## config.mk

```make
export PLATFORM = sky130hd
export DESIGN_NAME = multi_button_unit
export DESIGN_NICKNAME = d
export VERILOG_FILES = /design/src/rtl/multi_button_unit.sv
export SDC_FILE = /design/constraint.sdc
export NUM_CORES = 1
export LEC_CHECK = 0
export CAP_MARGIN = 10
export CELL_PAD_IN_SITES_DETAIL_PLACEMENT = 2
export CELL_PAD_IN_SITES_GLOBAL_PLACEMENT = 2
export CORE_ASPECT_RATIO = 1.1
export CORE_UTILIZATION = 39
export CTS_CLUSTER_SIZE = 20
export DETAILED_ROUTE_END_ITERATION = 8
export HOLD_SLACK_MARGIN = 0.03
export PLACE_DENSITY = 0.76
export SYNTH_ARGS = -nofsm -noshare
export SYNTH_HDL_FRONTEND = slang
export SYNTH_SLANG_ARGS = --single-unit
```

## constraint.sdc

```tcl
create_clock -name clk_i -period 3.7 [get_ports clk_i]
set_clock_uncertainty 0.1 [all_clocks]
set_input_delay 0.74 -clock clk_i [delete_from_list [all_inputs] [get_ports clk_i]]
set_output_delay 0.74 -clock clk_i [all_outputs]
set_load 0.03 [all_outputs]
```

## src/rtl/multi_button_unit.sv

```systemverilog
// ---------------------------------------------------------------------------
// multi_button_unit
//   N-channel push-button front end for the player control FSM. Each channel
//   runs a 2-FF synchronizer, a tick-sampled debouncer, one-clock press and
//   release pulses, long-press detection and (optionally) auto-repeat. A
//   single free-running divider generates the sample tick for all channels.
//
// Optional feature macro:
//   BTN_REPEAT_EN  when defined, a held button keeps emitting repeat pulses
//                  after its long press; when undefined the repeat logic is
//                  not built and repeat_o is tied low.
//
// Ports:
//   clk_i          system clock
//   reset_ni       asynchronous reset, active low
//   in_i           raw bouncy button inputs, 1 = pressed
//   level_o        debounced level per channel
//   press_o        1-clk pulse on debounced 0->1
//   release_o      1-clk pulse on debounced 1->0
//   long_press_o   1-clk pulse once per hold after LONG_TICKS ticks
//   repeat_o       1-clk auto-repeat pulses every REPEAT_TICKS ticks
// ---------------------------------------------------------------------------
module multi_button_unit #(
  parameter int N_BTN        = 4,
  parameter int TICK_DIV     = 17,
  parameter int DB_SAMPLES   = 3,
  parameter int LONG_TICKS   = 500,
  parameter int REPEAT_TICKS = 100
) (
  input  logic             clk_i,
  input  logic             reset_ni,
  input  logic [N_BTN-1:0] in_i,
  output logic [N_BTN-1:0] level_o,
  output logic [N_BTN-1:0] press_o,
  output logic [N_BTN-1:0] release_o,
  output logic [N_BTN-1:0] long_press_o,
  output logic [N_BTN-1:0] repeat_o
);

  localparam int HOLD_W = (LONG_TICKS > 1) ? $clog2(LONG_TICKS) : 1;
  localparam logic [HOLD_W-1:0] HOLD_LAST = HOLD_W'(LONG_TICKS - 1);
`ifdef BTN_REPEAT_EN
  localparam int REP_W = (REPEAT_TICKS > 1) ? $clog2(REPEAT_TICKS) : 1;
  localparam logic [REP_W-1:0] REP_LAST = REP_W'(REPEAT_TICKS - 1);
`endif

  // Elaboration-time sanity checks on the configuration.
  if (DB_SAMPLES < 2) begin : gBadDbSamples
    $error("multi_button_unit: DB_SAMPLES must be at least 2");
  end
  if (LONG_TICKS < 1) begin : gBadLongTicks
    $error("multi_button_unit: LONG_TICKS must be at least 1");
  end
  if (REPEAT_TICKS < 1) begin : gBadRepeatTicks
    $error("multi_button_unit: REPEAT_TICKS must be at least 1");
  end

  typedef enum logic [1:0] {
    IDLE,
    PRESSED,
    HELD
`ifdef BTN_REPEAT_EN
    ,
    REPEAT
`endif
  } state_e;

  logic [TICK_DIV-1:0]                 tickCnt_q;
  logic                                tick;
  logic [N_BTN-1:0]                    sync1_q, sync2_q;
  logic [N_BTN-1:0][DB_SAMPLES-1:0]    samples_q, samples_d;
  logic [N_BTN-1:0]                    level_q, level_d;
  logic [N_BTN-1:0]                    levelDly_q;
  logic [N_BTN-1:0]                    press, rls;
  logic [N_BTN-1:0]                    longPulse, repeatPulse;
  state_e                              state_q [N_BTN];
  state_e                              state_d [N_BTN];
  logic [HOLD_W-1:0]                   holdCnt_q [N_BTN];
  logic [HOLD_W-1:0]                   holdCnt_d [N_BTN];
`ifdef BTN_REPEAT_EN
  logic [REP_W-1:0]                    repCnt_q [N_BTN];
  logic [REP_W-1:0]                    repCnt_d [N_BTN];
`endif

  // Shared sample tick: one clk wide when the divider reaches all-ones.
  always_ff @(posedge clk_i or negedge reset_ni) begin
    if (!reset_ni) begin
      tickCnt_q <= '0;
    end else begin
      tickCnt_q <= tickCnt_q + TICK_DIV'(1);
    end
  end

  assign tick = &tickCnt_q;

  // Sample window shifts only on tick; level moves only on a unanimous window,
  // otherwise it holds, which is what rejects bounce.
  always_comb begin
    samples_d = samples_q;
    level_d   = level_q;
    for (int i = 0; i < N_BTN; i++) begin
      if (tick) begin
        samples_d[i] = {samples_q[i][DB_SAMPLES-2:0], sync2_q[i]};
      end
      if (&samples_q[i]) begin
        level_d[i] = 1'b1;
      end else if (~|samples_q[i]) begin
        level_d[i] = 1'b0;
      end
    end
  end

  always_ff @(posedge clk_i or negedge reset_ni) begin
    if (!reset_ni) begin
      sync1_q    <= '0;
      sync2_q    <= '0;
      samples_q  <= '0;
      level_q    <= '0;
      levelDly_q <= '0;
    end else begin
      sync1_q    <= in_i;
      sync2_q    <= sync1_q;
      samples_q  <= samples_d;
      level_q    <= level_d;
      levelDly_q <= level_q;
    end
  end

  assign press = level_q & ~levelDly_q;
  assign rls   = ~level_q & levelDly_q;

  // Per-channel hold FSM. A low level forces IDLE on any clk and is tested
  // before the terminal count, so a release always suppresses long_press.
  always_comb begin
    longPulse   = '0;
    repeatPulse = '0;
    for (int i = 0; i < N_BTN; i++) begin
      state_d[i]   = state_q[i];
      holdCnt_d[i] = holdCnt_q[i];
`ifdef BTN_REPEAT_EN
      repCnt_d[i]  = repCnt_q[i];
`endif
      case (state_q[i])
        IDLE: begin
          if (press[i]) begin
            state_d[i]   = PRESSED;
            holdCnt_d[i] = '0;
          end
        end
        PRESSED: begin
          if (!level_q[i]) begin
            state_d[i] = IDLE;
          end else if (tick) begin
            if (holdCnt_q[i] == HOLD_LAST) begin
              state_d[i]   = HELD;
              longPulse[i] = 1'b1;
            end else begin
              holdCnt_d[i] = holdCnt_q[i] + HOLD_W'(1);
            end
          end
        end
        HELD: begin
          if (!level_q[i]) begin
            state_d[i] = IDLE;
`ifdef BTN_REPEAT_EN
          end else if (tick) begin
            state_d[i]  = REPEAT;
            repCnt_d[i] = '0;
`endif
          end
        end
`ifdef BTN_REPEAT_EN
        REPEAT: begin
          if (!level_q[i]) begin
            state_d[i] = IDLE;
          end else if (tick) begin
            if (repCnt_q[i] == REP_LAST) begin
              repeatPulse[i] = 1'b1;
              repCnt_d[i]    = '0;
            end else begin
              repCnt_d[i] = repCnt_q[i] + REP_W'(1);
            end
          end
        end
`endif
        default: begin
          state_d[i] = IDLE;
        end
      endcase
    end
  end

  always_ff @(posedge clk_i or negedge reset_ni) begin
    if (!reset_ni) begin
      for (int i = 0; i < N_BTN; i++) begin
        state_q[i]   <= IDLE;
        holdCnt_q[i] <= '0;
`ifdef BTN_REPEAT_EN
        repCnt_q[i]  <= '0;
`endif
      end
    end else begin
      for (int i = 0; i < N_BTN; i++) begin
        state_q[i]   <= state_d[i];
        holdCnt_q[i] <= holdCnt_d[i];
`ifdef BTN_REPEAT_EN
        repCnt_q[i]  <= repCnt_d[i];
`endif
      end
    end
  end

  assign level_o      = level_q;
  assign press_o      = press;
  assign release_o    = rls;
  assign long_press_o = longPulse;
`ifdef BTN_REPEAT_EN
  assign repeat_o     = repeatPulse;
`else
  assign repeat_o     = '0;
`endif

endmodule

```

==> flow_summary.yaml, run 1 <==
synthesis:
  synthArstFlopShare_pct: 100.0
  avgSynthCellArea_sq_um: 10.52
  yosysTopAreaCellShare_pct: 54.14
  synth_common_cells: "89 x dfrtp_1, 38 x nand2_1, 33 x o21ai_0, 26 x nand3_1, 17 x nor2_1"
  synth.distinct_cells: 55
  ys_top_cells_by_area: "dfrtp_1 54%, o21ai_0 4.0%, nand2_1 3.5%"
  synth_top_cell_by_area: "dfrtp_1"
  synth_warnings: 0
  seq_area_frac_synth_pct: 54.14
  synth.most_common_cell: "dfrtp_1"
  synth_edf_count: 0
  netlist_area_sq_mm: 0.004114
  synth_ff_type: "dfrtp_1"
  synth-seq-cells: 89
  synthesis.instances: 391
floorplan:
  start_util_pct: 40.81
  fp.dieH_um: 109.7
  dieArea_sq_mm: 0.01096
  core_area_sq_mm: 0.01008
  die_w_um: 99.93
  rows: 38
  num_io_pins: 26
grt:
  grt_pass1_vias: 3438
  grt_remaining_overflow: 0
  grt_pass1_wl_um: 16660
  grt_max_degree: 46
  antenna_found_initial: 0
  grt_util_all_layers_pct: 19.76
placed_design:
  post_dp_cell_area_sq_mm: 0.004492
  dp_cells: 552
  dp_hpwl_um: 6974
  io_buffers: 21
  gp_congestion: 0.7445
pwr:
  p_seq_share_pct: 58.3
  cellPowerDensity_mw_per_mm2: 357.3
  leakage_nw: 2.077
  p_switching_w: 0.0003646
  ir_worst_vdd_mv: 0.2201
  swShare_pct: 21.75
  clkPwrFrac_pct: 39.9
  p_int_w: 0.001312
  comb_power_share_pct: 1.8
  total_power_w: 0.001676
worst_hold_path:
  min_from: "sync1_q[1]"
  hp-class: "reg -> reg"
detailed_routing:
  viasPerCell: 5.512
  wl_per_cell_um: 17.16
  drc: 0
  first_iter_violations: 92
  ant_nets: 0
  wl_um: 9749
  num_vias: 3131
  first_pass_iters: 4
cts:
  cts_hold_buf: 0
  clock-root-buffer: "clkbuf_8"
  clkLatencyLatePin_ns: 0.37
  cts.clk_slew.worst_paths_ns: 0.08
  cts_buffer_depth: 2
  htree_levels: 3
  cts_made_buffers: 9
  cts_tree: "built"
  clkSinkCount: 89
timing:
  tns_ns: 0
  tightestPinTransition_ns: 1.008
  setup_viol: 0
  max_freq_ghz: 0.2876
  rsz0062_at_grt: "no"
  whs_ns: 0.2531
  min_period_ns: 3.477
  slew_headroom_pct: 32.64
  slew_viol_final: 0
  hold_viol_final: 0
  fin_crit_sh_pct: 93.97
layout:
  num_antenna_cells: 0
  areaGrowthSynthToFinish_pct: 14.02
  stdcell_area_sq_mm: 0.004691
  final_nets: 435
  fillers: 1089
  drive_gt1_share_pct: 10.51
  fin_cells: 568
setup_path:
  arrival_ns: 2.64
  required_ns: 2.86
  critPathMaxStageDelay_ns: 0.44
  cp_top_family: "simple AND/OR/NAND/NOR gates"
  critical_path_buf_inv_count: 3
  crit_path_cell_trace: "ha_1, nand4_1, nor3_1, buf_4, and3_1, ha_1, inv_1, nor4_1, buf_4"
  critical_path.endpoint_type: "primary output"
  path_class: "reg -> out"
  setup.worst_path.start: "tickCnt_q[0]"
  worstSetupStartpointType: "register"
  path_max_fanout: 5
  slowest_stage: "nor4_1"
  worstReg2RegStart: "tickCnt_q[0]"
run_status:
  status: "finished clean"
flow_run:
  cap_violations: 0
## cell type report
cell class	count	area [sq um]	share of cell area, %
clock buffer	13	148.9	3.174
clock inverter	3	40.04	0.8536
timing repair buffer	27	242.7	5.175
tap	140	175.2	3.734
sequential	89	2227	47.48
inverter	11	41.29	0.8802
multi-input combinational	285	1815	38.70
## routing by layer
layer | vias up | wire length (um) | global-route usage (%) | share of wire (%)
met5 | - | 0 | 0 | 0
met4 | 0 | 189 | 9.454 | 1.9
met2 | 24 | 5105 | 34.73 | 52
met1 | 1618 | 4303 | 24.14 | 44
li1 | 1478 | - | - | -
met3 | 11 | 151 | 2.479 | 1.5
## power by group through the flow
stage          Clock [W]  Combinational (W)  Sequential [W]
2_1_floorplan          0         0.00000857        0.000996
3_3_place_gp           0          0.0000322        0.000997
3_5_place_dp           0          0.0000329        0.000997
4_1_cts         0.000700          0.0000329        0.000978
5_1_grt         0.000730          0.0000360        0.000978
6_report        0.000668          0.0000308        0.000977
## cells in the final DEF (no fill, tap or decap), types with 7 or more instances in the layout
master / netlist / final
clkdlybuf4s50_1: 0 / 16
a21o_1: 7 / 7
o21ai_0: 33 / 33
or3_1: 7 / 7
inv_1: 11 / 11
nand3_1: 26 / 26
nor2b_1: 13 / 13
dfrtp_1: 89 / 89
and3_1: 8 / 8
nand2_1: 38 / 38
o22a_1: 7 / 7
mux2_2: 9 / 9
a21oi_1: 15 / 15
xnor2_1: 9 / 9
nor3_1: 11 / 9
nor2_1: 17 / 17
buf_4: 4 / 11
clkbuf_8: 0 / 10
## final timing paths
kind,cells after the start,slack [ns],to
setup / recovery,9,0.22,long_press_o[2]
hold / removal,0,0.25,sync2_q[1]
setup reg to reg,11,0.54,holdCnt_q[14]
hold reg to reg,0,0.25,sync2_q[1]
max in group asynchronous,2,2.48,holdCnt_q[10]
min in group asynchronous,1,0.27,holdCnt_q[3]
## state kept, by name, summed over array words and instances, names as in the netlist
| name | count |
|---|---|
| tickCnt_q | 17 |
| levelDly_q | 4 |
| samples_q | 12 |
| state_q | 8 |
| sync2_q | 4 |
| holdCnt_q | 36 |
| sync1_q | 4 |
| level_o | 4 |
## through the flow
stage / util, % / setup WS, ns
after global routing: 46.54 / 0.0008391
after detailed placement: 44.56 / 0.5275
after CTS: 46.44 / 0.1080
after floorplan: - / 0.1081
final: 46.54 / 0.2232
after global placement: 44.56 / 0.6752
## kinds of logic (layout without fill, tap and decap cells)
family,Yosys count,count (layout),synth area share [%]
buf+inv,20,54,2.251
other cells,1,4,0.09115
fa+ha+maj,6,6,1.825
flops,89,89,54.14
xor+xnor,15,15,3.194
simple gates,155,155,20.38
compound gates,95,95,15.42
mux,10,10,2.707
## what timing repair did
action / CTS / global route
buffers inserted: 0 / 0
endpoints found under the setup margin: 0 / 1
gates resized for setup: 0 / 2
endpoints found under the hold margin: 0 / 0
Note: power is estimated with default switching activity, not from simulation.
==> run 2: changes to the inputs <==
- CORE_ASPECT_RATIO: 1.1 -> unset
- CTS_BUF_LIST: unset -> sky130_fd_sc_hd__clkbuf_8 sky130_fd_sc_hd__clkbuf_16
==> run 2 against run 1 <==
Against the previous run:
- routed wire length fell by 0.27%
- global-route usage fell by 0.51 points
- core utilization fell by 0.77 points
- combinational power barely moved
- clock power fell by 3%
- total power fell by 1.1%
- sequential cell count did not move
- non-clock buffer count fell by 1
- maximum frequency rose by 0.11%
- register-to-register slack got worse by 0.09 ns
- clock-buffer cell count fell by 3
- worst setup slack improved by 0.0037 ns
- critical path type unchanged
==> flow_summary.yaml, run 2 (synthesis gave the netlist of run 1 again) <==
setup_path:
  critical_path_buf_inv_count: 3
  cp.depth: 10
  worstReg2RegStart: "tickCnt_q[0]"
  cp_top_family: "simple AND/OR/NAND/NOR gates"
  arrival_ns: 2.63
  slowest_stage: "dfrtp_1"
  worstRegToRegCells: 11
  critical_path.endpoint_type: "primary output"
  path_class: "reg -> out"
  critPathMaxStageDelay_ns: 0.40
  reg2reg_slack_ns: 0.45
  required_ns: 2.86
  r2r_end: "holdCnt_q[17]"
  path_max_fanout: 22
  crit_path_cell_trace: "ha_1, nand4_1, nor3_2, buf_4, and3_1, ha_1, buf_6, nand4b_1, nor3_2, buf_4"
  worstSetupStartpointType: "register"
placed_design:
  gp_congestion: 0.7432
  dp_hpwl_um: 6738
  io_buffers: 21
  post-place-ws_ns: 0.3702
layout:
  areaGrowthSynthToFinish_pct: 14.32
  mostFrequentLayoutCells: "89 x dfrtp_1, 38 x nand2_1, 33 x o21ai_0"
  num_antenna_cells: 0
  mostFrequentLayoutCell: "dfrtp_1"
  top_regs: "holdCnt_q: 36 flops, tickCnt_q: 17 flops, samples_q: 12 flops"
  final_nets: 434
  largest_reg_flops: 36
  drive_gt1_share_pct: 11.48
  top_register: "holdCnt_q"
cts:
  cts_made_buffers: 9
  clock-root-buffer: "clkbuf_8"
  cts_tree: "built"
  post_cts_buffers: 0
  cts.clk_slew.worst_paths_ns: 0.10
  clkLatencyLatePin_ns: 0.36
  cts_buffer_depth: 2
  clkSinkCount: 89
  htree_levels: 3
floorplan:
  fp.dieH_um: 104.7
  core_area_sq_mm: 0.01028
  start_util_pct: 40.03
  num_io_pins: 26
  rows: 37
  dieArea_sq_mm: 0.01096
  die_w_um: 104.7
run_status:
  status: "finished clean"
detailed_routing:
  drc: 0
  wl_per_cell_um: 17.27
  wl_um: 9723
  first_iter_violations: 100
  first_pass_iters: 4
  ant_nets: 0
  num_vias: 3140
  viasPerCell: 5.577
pwr:
  total_power_w: 0.001658
  leakage_nw: 2.098
  ir_worst_vdd_mv: 0.1738
  cellPowerDensity_mw_per_mm2: 352.5
timing:
  min_period_ns: 3.473
  slew_viol_final: 0
  setup_viol: 0
  fin_ws_ns: 0.2269
  rsz0062_at_grt: "no"
  whs_ns: 0.1823
  fin_crit_sh_pct: 93.87
  slew_headroom_pct: 32.44
  hold_viol_final: 0
  tightestPinTransition_ns: 1.011
  max_freq_ghz: 0.2879
grt:
  grt_util_all_layers_pct: 19.25
  grt_max_degree: 33
  antenna_found_initial: 0
  grt_pass1_vias: 3371
  grt_pass1_wl_um: 16980
  grt_remaining_overflow: 0
flow_run:
  cap_violations: 0
worst_hold_path:
  hp-class: "in -> async"
==> run 2: cell types whose count changed in the layout (fill, tap and decap cells not counted) <==
cell        delta
buf_4          -2
buf_6          +1
inv_6          +2
clkinv_2       -2
clkinvlp_4     +2
nor3_1         -2
nor3_4         +2
clkinv_4       +2
bufinv_16      -1
clkbuf_1       -3
==> run 2: per-stage QoR <==
step	TNS [ns]	instances	util (%)	instance area, sq um
floorplan	0	394	-	4125
global placement	0	547	43.58	4479
detailed placement	0	547	43.58	4479
CTS	-0.009376	563	45.57	4683
global route	0	563	45.76	4703
finish	0	563	45.76	4703
==> run 2: worst max-delay path by stage <==
stage	from	end	slack [ns]
after global placement	tickCnt_q[0]	holdCnt_q[17]	0.59
after detailed placement	tickCnt_q[0]	holdCnt_q[17]	0.37
after global routing	tickCnt_q[0]	long_press_o[3]	0.05
after floorplan	tickCnt_q[0]	long_press_o[2]	0.11
final	tickCnt_q[0]	long_press_o[3]	0.23
after CTS	tickCnt_q[0]	long_press_o[3]	-0.009
==> run 2: area by class of cell <==
| type | count | area (sq um) |
|---|---|---|
| fillers | 1088 | 5574 |
| flip-flops and latches | 89 | 2227 |
| multi-input cells | 285 | 1838 |
| repair buffers | 26 | 239.0 |
| well taps | 136 | 170.2 |
| clock buffers | 10 | 137.6 |
| clock inverters | 6 | 50.05 |
| inverters | 11 | 41.29 |
==> run 2: per-layer routing <==
metal  global-route usage (%)  part of all wire, %  vias up
met2                    31.03                   47       37
li1                         -                    -     1476
met3                    2.870                  2.2        6
met5                        0                    0        -
met1                    26.40                   49     1621
met4                    6.942                 0.89        0
==> run 2: what timing repair did <==
action	CTS	global route
pin swaps	0	2
gates resized for setup	3	4
endpoints found under the setup margin	3	2
hold buffers	0	0
==> run 2: power breakdown <==
group | internal (W) | total, W | switching, W
registers | 0.000976 | 0.000977 | 0.00000121
clock network | 0.000270 | 0.000650 | 0.000380
logic | 0.00000573 | 0.0000308 | 0.0000251
total | 0.00125 | 0.00166 | 0.000406
